## src/rtl/tkeep_decode_skid_pkg.sv

```systemverilog
// Shared tkeep coder definitions: log2, encoded-count-to-mask decode, skid states.
// Used by tkeep_decode_skid and axis_skid_reg.
package tkeep_decode_skid_pkg;

    localparam int DEFAULT_DATA_W = 256;
    // Widest strobe the decode helper supports (1024-bit data); callers cast down.
    localparam int MAX_STRB_W     = 128;

    function automatic int log2(input int value);
        int r;
        r = 0;
        for (int i = 0; i < 31; i++) begin
            if ((1 << i) < value) r = i + 1;
        end
        return r;
    endfunction

    localparam int DEFAULT_STRB_W      = DEFAULT_DATA_W / 8;
    localparam int DEFAULT_TKEEP_ENC_W = log2(DEFAULT_STRB_W);

    typedef enum logic [1:0] {
        SKID_EMPTY = 2'd0,
        SKID_ONE   = 2'd1,
        SKID_TWO   = 2'd2
    } skid_state_e;

    // Inverse of the tkeep encoder: value k marks bytes 0..k valid.
    function automatic logic [MAX_STRB_W-1:0] decode_tkeep(input logic [31:0] enc);
        logic [MAX_STRB_W-1:0] mask;
        for (int i = 0; i < MAX_STRB_W; i++) begin
            mask[i] = (32'(i) <= enc);
        end
        return mask;
    endfunction

endpackage

```

## src/rtl/axis_skid_reg.sv

```systemverilog
// Generic 2-entry skid register: main entry drives the master side, skid entry
// absorbs one beat of backpressure so both valid and ready are registered.
module axis_skid_reg
    import tkeep_decode_skid_pkg::*;
#(
    parameter int W = 8
) (
    input  logic         axi_aclk,
    input  logic         axi_resetn,
    input  logic [W-1:0] s_data,
    input  logic         s_valid,
    output logic         s_ready,
    output logic [W-1:0] m_data,
    output logic         m_valid,
    input  logic         m_ready
);

    skid_state_e  state;
    logic [W-1:0] skid_data;
    logic         s_fire;
    logic         m_fire;

    assign s_fire = s_valid && s_ready;
    assign m_fire = m_valid && m_ready;

    // NOTE: sequential state uses non-blocking assignments only, so every
    // branch below sees the pre-edge values of state, m_valid and s_ready.
    always_ff @(posedge axi_aclk or negedge axi_resetn) begin
        if (!axi_resetn) begin
            state     <= SKID_EMPTY;
            s_ready   <= 1'b0;
            m_valid   <= 1'b0;
            // NOTE: the payload registers are reset too; they are plain flops,
            // not a RAM, and downstream expects zeroed data after reset.
            m_data    <= '0;
            skid_data <= '0;
        end else begin
            case (state)
                SKID_EMPTY: begin
                    s_ready <= 1'b1;
                    if (s_fire) begin
                        m_data  <= s_data;
                        m_valid <= 1'b1;
                        state   <= SKID_ONE;
                    end
                end
                SKID_ONE: begin
                    if (s_fire && !m_fire) begin
                        skid_data <= s_data;
                        s_ready   <= 1'b0;
                        state     <= SKID_TWO;
                    end else begin
                        s_ready <= 1'b1;
                        if (s_fire) begin
                            m_data <= s_data;
                        end else if (m_fire) begin
                            m_valid <= 1'b0;
                            state   <= SKID_EMPTY;
                        end
                    end
                end
                SKID_TWO: begin
                    // Input is never accepted here; s_ready is already low.
                    if (m_fire) begin
                        m_data  <= skid_data;
                        s_ready <= 1'b1;
                        state   <= SKID_ONE;
                    end
                end
                default: begin
                    state   <= SKID_EMPTY;
                    m_valid <= 1'b0;
                    s_ready <= 1'b0;
                end
            endcase
        end
    end

endmodule

```

## src/rtl/tkeep_decode_skid.sv

```systemverilog
// Receive stage: expands the encoded byte count to a tkeep mask and forwards the beat
// through a skid register. Optional length check: define TKEEP_DECODE_LENGTH_CHECK_EN.
module tkeep_decode_skid
    import tkeep_decode_skid_pkg::*;
#(
    parameter int C_INPORT_WIDTH        = 3,
    parameter int C_OUTPORT_WIDTH       = 8,
    parameter int C_PACKET_LENGTH_WIDTH = 14,
    parameter int C_AXIS_DATA_WIDTH     = DEFAULT_DATA_W
) (
    input  logic                                   axi_aclk,
    input  logic                                   axi_resetn,

    input  logic [C_AXIS_DATA_WIDTH-1:0]           s_axis_tdata,
    input  logic [log2(C_AXIS_DATA_WIDTH/8)-1:0]   s_axis_tkeep_enc,
    input  logic [C_PACKET_LENGTH_WIDTH-1:0]       s_axis_tuser_packet_length,
    input  logic [C_INPORT_WIDTH-1:0]              s_axis_tuser_in_port,
    input  logic [C_OUTPORT_WIDTH-1:0]             s_axis_tuser_out_port,
    input  logic [C_INPORT_WIDTH-1:0]              s_axis_tuser_in_vport,
    input  logic [C_OUTPORT_WIDTH-1:0]             s_axis_tuser_out_vport,
    input  logic                                   s_axis_tvalid,
    output logic                                   s_axis_tready,
    input  logic                                   s_axis_tlast,

    output logic [C_AXIS_DATA_WIDTH-1:0]           m_axis_tdata,
    output logic [C_AXIS_DATA_WIDTH/8-1:0]         m_axis_tkeep,
    output logic [C_PACKET_LENGTH_WIDTH-1:0]       m_axis_tuser_packet_length,
    output logic [C_INPORT_WIDTH-1:0]              m_axis_tuser_in_port,
    output logic [C_OUTPORT_WIDTH-1:0]             m_axis_tuser_out_port,
    output logic [C_INPORT_WIDTH-1:0]              m_axis_tuser_in_vport,
    output logic [C_OUTPORT_WIDTH-1:0]             m_axis_tuser_out_vport,
    output logic                                   m_axis_tvalid,
    input  logic                                   m_axis_tready,
`ifdef TKEEP_DECODE_LENGTH_CHECK_EN
    output logic                                   err_length,
`endif
    output logic                                   m_axis_tlast
);

    localparam int STRB_W    = C_AXIS_DATA_WIDTH / 8;
    localparam int PAYLOAD_W = C_AXIS_DATA_WIDTH + STRB_W + C_PACKET_LENGTH_WIDTH
                             + 2 * C_INPORT_WIDTH + 2 * C_OUTPORT_WIDTH + 1;

    logic [STRB_W-1:0]    s_keep;
    logic [PAYLOAD_W-1:0] s_payload;
    logic [PAYLOAD_W-1:0] m_payload;

    // Decoding ahead of the capture flops keeps m_axis_tkeep purely registered.
    assign s_keep = STRB_W'(decode_tkeep(32'(s_axis_tkeep_enc)));

    assign s_payload = {s_axis_tdata, s_keep, s_axis_tuser_packet_length,
                        s_axis_tuser_in_port, s_axis_tuser_out_port,
                        s_axis_tuser_in_vport, s_axis_tuser_out_vport, s_axis_tlast};

    assign {m_axis_tdata, m_axis_tkeep, m_axis_tuser_packet_length,
            m_axis_tuser_in_port, m_axis_tuser_out_port,
            m_axis_tuser_in_vport, m_axis_tuser_out_vport, m_axis_tlast} = m_payload;

    axis_skid_reg #(
        .W (PAYLOAD_W)
    ) u_skid (
        .axi_aclk   (axi_aclk),
        .axi_resetn (axi_resetn),
        .s_data     (s_payload),
        .s_valid    (s_axis_tvalid),
        .s_ready    (s_axis_tready),
        .m_data     (m_payload),
        .m_valid    (m_axis_tvalid),
        .m_ready    (m_axis_tready)
    );

`ifdef TKEEP_DECODE_LENGTH_CHECK_EN
    localparam int CNT_W = C_PACKET_LENGTH_WIDTH + 1;

    logic [CNT_W-1:0]                 byte_cnt;
    logic [C_PACKET_LENGTH_WIDTH-1:0] len_latched;
    logic                             first_beat;
    logic                             s_fire;
    logic [CNT_W:0]                   sum_wide;
    logic [CNT_W-1:0]                 sum_sat;
    logic [C_PACKET_LENGTH_WIDTH-1:0] len_ref;

    assign s_fire = s_axis_tvalid && s_axis_tready;

    // NOTE: every always_comb output gets a value on every path, so no latch
    // is inferred.
    always_comb begin
        sum_wide = {1'b0, byte_cnt} + (CNT_W + 1)'(s_axis_tkeep_enc) + (CNT_W + 1)'(1);
        sum_sat  = sum_wide[CNT_W] ? '1 : sum_wide[CNT_W-1:0];
        // A single-beat packet compares against its own length field.
        len_ref  = first_beat ? s_axis_tuser_packet_length : len_latched;
    end

    always_ff @(posedge axi_aclk or negedge axi_resetn) begin
        if (!axi_resetn) begin
            byte_cnt    <= '0;
            len_latched <= '0;
            first_beat  <= 1'b1;
            err_length  <= 1'b0;
        end else begin
            err_length <= 1'b0;
            if (s_fire) begin
                if (first_beat) len_latched <= s_axis_tuser_packet_length;
                if (s_axis_tlast) begin
                    err_length <= (sum_sat != {1'b0, len_ref});
                    byte_cnt   <= '0;
                    first_beat <= 1'b1;
                end else begin
                    byte_cnt   <= sum_sat;
                    first_beat <= 1'b0;
                end
            end
        end
    end
`endif

endmodule

```

## config.mk

```make
export PLATFORM = sky130hd
export DESIGN_NAME = tkeep_decode_skid
export DESIGN_NICKNAME = d
export VERILOG_FILES = /design/src/rtl/tkeep_decode_skid_pkg.sv /design/src/rtl/axis_skid_reg.sv /design/src/rtl/tkeep_decode_skid.sv
export SDC_FILE = /design/constraint.sdc
export NUM_CORES = 1
export LEC_CHECK = 0
export ABC_CLOCK_PERIOD_IN_PS = 6100
export CAP_MARGIN = 10
export CORE_ASPECT_RATIO = 0.8
export CORE_UTILIZATION = 40
export CTS_CLUSTER_DIAMETER = 150
export DETAILED_ROUTE_END_ITERATION = 12
export PLACE_DENSITY = 0.65
export SETUP_SLACK_MARGIN = 0.2
export SLEW_MARGIN = 20
export SYNTH_ARGS = -nofsm -noshare
export SYNTH_HDL_FRONTEND = slang
export SYNTH_HIERARCHICAL = 1
export SYNTH_SLANG_ARGS = --single-unit
```

## constraint.sdc

```tcl
create_clock -name axi_aclk -period 6.1 [get_ports axi_aclk]
set_clock_uncertainty 0.2 [all_clocks]
set_input_delay 0.915 -clock axi_aclk [delete_from_list [all_inputs] [get_ports axi_aclk]]
set_output_delay 0.915 -clock axi_aclk [all_outputs]
set_load 0.02 [all_outputs]
```

==> flow_summary_export.csv <==
group,metric,value,unit
hold_path,hold_path.class,"input port to async pin",
timing,drv_slew,0,
worst_setup_path,r2r_start,"u_skid/state[1]",
worst_setup_path,worst_ep_required_time,6.36,ns
global_route,grtUsageTotal,19.5,%
synth,synth_seq_cells,654,
finish,final_cell_mix,"dfrtp_1, clkdlybuf4s50_1, mux2_2",
synth,synth_top_area_share,55.9,%
clocking,cts_made_buffers,70,
timing,finalSetupTns,0,ns
worst_setup_path,end_kind,"flop",
synth,synth_area_leader_cell,"dfrtp_1",
finish,final_common_cell,"dfrtp_1",
clocking,htreeDepth,3,
clocking,clock_sinks,654,
power,leakage,16.0,nW
finish,fin_nets,2723,
placement,numPortBuffers,628,
worst_setup_path,r2r_setup_slack,3.21,ns
synth,synth.distinct_cells,34,
worst_setup_path,worstSetupPathType,"input port to flop",
timing,hold_ws,0.193,ns
clocking,root_buffer,"clkbuf_16",
timing,setup_viol,0,
timing,fin_crit,3.16,ns
clocking,post_cts_buffers,0,
worst_setup_path,cp-start-kind,"input port",
worst_setup_path,worst-path-max-fanout,52,
timing,worst_pin_slew,0.904,ns
synth,synthMuxAreaShare,39.1,%
routing,wl,72400,um
synth,synth_compound_area_share,0.552,%
routing,vias_per_cell,4.97,
power,vdd_ir_drop_max,371,uV
timing,slew-limit-headroom,39.7,%
job,drv_cap,0,
routing,firstDrtPassIters,6,
global_route,grt_pass1_vias,18868,
floorplan,core,72200,um^2
finish,drive_above_1_share,34.2,%
worst_setup_path,worstPathCellList,"clkdlybuf4s50_1 > and3b_1 > nand2_4 > buf_4 > mux2_2",
floorplan,die_h,244,um
routing,drtAntennaViolNets,0,
global_route,grt_max_degree,144,
clocking,cts.clk_slew.worst_paths,0.06,ns
routing,drc,0,
worst_setup_path,slowest_delay,0.66,ns
timing,fmaxAchievable,316,MHz
synth,synth_area_leaders,"dfrtp_1, mux2_2, mux2_1",
placement,dp_hpwl,48900,um
synth,synth_top_family_by_area,"multiplexers",
timing,rsz0062_at_grt,"false",
clocking,clock_path_buffers,3,
clocking,cts_tree,"done",
finish,synthToLayoutAreaGrowth,31.0,%
synth,synth_simple_gate_area_share,0.599,%
timing,fin_crit_sh,51.8,%
worst_setup_path,regToRegEndpoint,"u_skid/skid_data[269]",
routing,vias,17069,
synth,synth-xor-area-share,0,%
power,power_density,563,nW/um^2
floorplan,die_w,304,um
power,power,0.0216,W
floorplan,ioPinCount,629,
floorplan,rows,88,
clocking,postCtsHoldBufs,0,
synth,yosys_warnings,6,
clocking,cts.repair.resized,0,
synth,netlist_area,29300,um^2
clocking,worstSkewPairLatency,0.59,ns
run_status,outcome,"finished clean",
routing,wire_per_inst,21.1,um
floorplan,initial_core_util,40.5,%
global_route,antenna_found_initial,21,
worst_setup_path,cp_data_arrival_time,3.42,ns
worst_setup_path,worst-r2r-cell-count,4,
synth,avgSynthCellArea,16.2,um^2
global_route,grt_pass1_wl,113000,um
placement,place.gp.congestion,0.795,
floorplan,die_area,74200,um^2
routing,drtIter0Drc,772,
finish,fin_util,53.1,%
synth,yosys.area_share.adder,0,%
placement,dpl_worst_slack,2.32,ns
timing,setup_ws,2.94,ns
timing,hold_viol,0,
global_route,grt_overflow,0,
worst_setup_path,cpMaxStageDelayCell,"buf_4",
synth,synth.yosys.seq_area_share,55.9,%
synth,synthCells,1810,
stage by stage:
step	instances	area (um^2)
2_1_floorplan	1811	29300
3_3_place_gp	3293	36000
5_1_grt	3433	38300
4_1_cts	3415	38300
3_5_place_dp	3293	36000
6_report	3434	38300
cells in the mapped netlist:
library cell / instances
o21ai_0: 4
buf_8: 12
o31a_1: 1
nand2_1: 14
dfrtp_1: 654
nor2b_1: 3
nor2_1: 12
mux2_1: 270
mux2_2: 585
a21boi_1: 1
buf_4: 3
a21oi_1: 5
inv_1: 5
buf_6: 64
o22ai_1: 1
and2_1: 1
nand3_1: 1
o21ai_1: 2
nor3_1: 2
a21boi_2: 1
o32ai_2: 1
o21bai_1: 3
and3b_1: 1
clkbuf_1: 1
a21boi_0: 1
a32oi_1: 1
conb_1: 1
nand2b_1: 3
buf_2: 33
mux2i_1: 1
a211o_1: 1
nand3_2: 1
a31o_2: 1
mux2_4: 120
state kept, by name, indices dropped and copies added (netlist names):
name,count
u_skid/m_data,325
u_skid/skid_data,325
u_skid/state,2
u_skid/m_valid,1
u_skid/s_ready,1
cells by family after synthesis:
logic type | after synthesis
mux | 976
flops | 654
buf+inv | 118
simple gates | 38
compound gates | 23
other cells | 1
final cells by class:
class | count | area, um^2
repair buffers | 651 | 6610
multi-input cells | 1039 | 11800
diodes | 18 | 45.0
well taps | 945 | 1180
fillers | 5940 | 33900
clock buffers | 97 | 2010
flip-flops and latches | 654 | 16400
clock inverters | 25 | 287
inverters | 5 | 18.8
worst max path at each step:
stage                       endpoint     startpoint
6_report       u_skid/skid_data[269]  s_axis_tvalid
3_3_place_gp   u_skid/skid_data[155]  s_axis_tvalid
3_5_place_dp    u_skid/skid_data[79]  s_axis_tvalid
5_1_grt        u_skid/skid_data[269]  m_axis_tready
4_1_cts        u_skid/skid_data[269]  s_axis_tvalid
2_1_floorplan     u_skid/m_data[100]  m_axis_tready
report_power, final:
group          internal (W)  switching [W]  leakage [nW]
clock               0.00252        0.00174          1.14
combinational       0.00535        0.00424          7.16
sequential          0.00658        0.00115          7.71
routing by layer:
layer | share of wire [%] | track usage (%) | up-vias
met3 | 6.6 | 6.02 | 126
li1 | - | - | 7757
met5 | 0.050 | 0 | -
met1 | 40 | 23.1 | 8766
met2 | 50 | 32.6 | 416
met4 | 3.0 | 8.39 | 4
worst max-delay path: cells and delay by family:
family                 cells  cell delay, ns
multiplexers               1            0.42
AND/OR/NAND/NOR            2            0.88
buffers and inverters      2            1.10
Note: power is estimated with default switching activity, not from simulation.
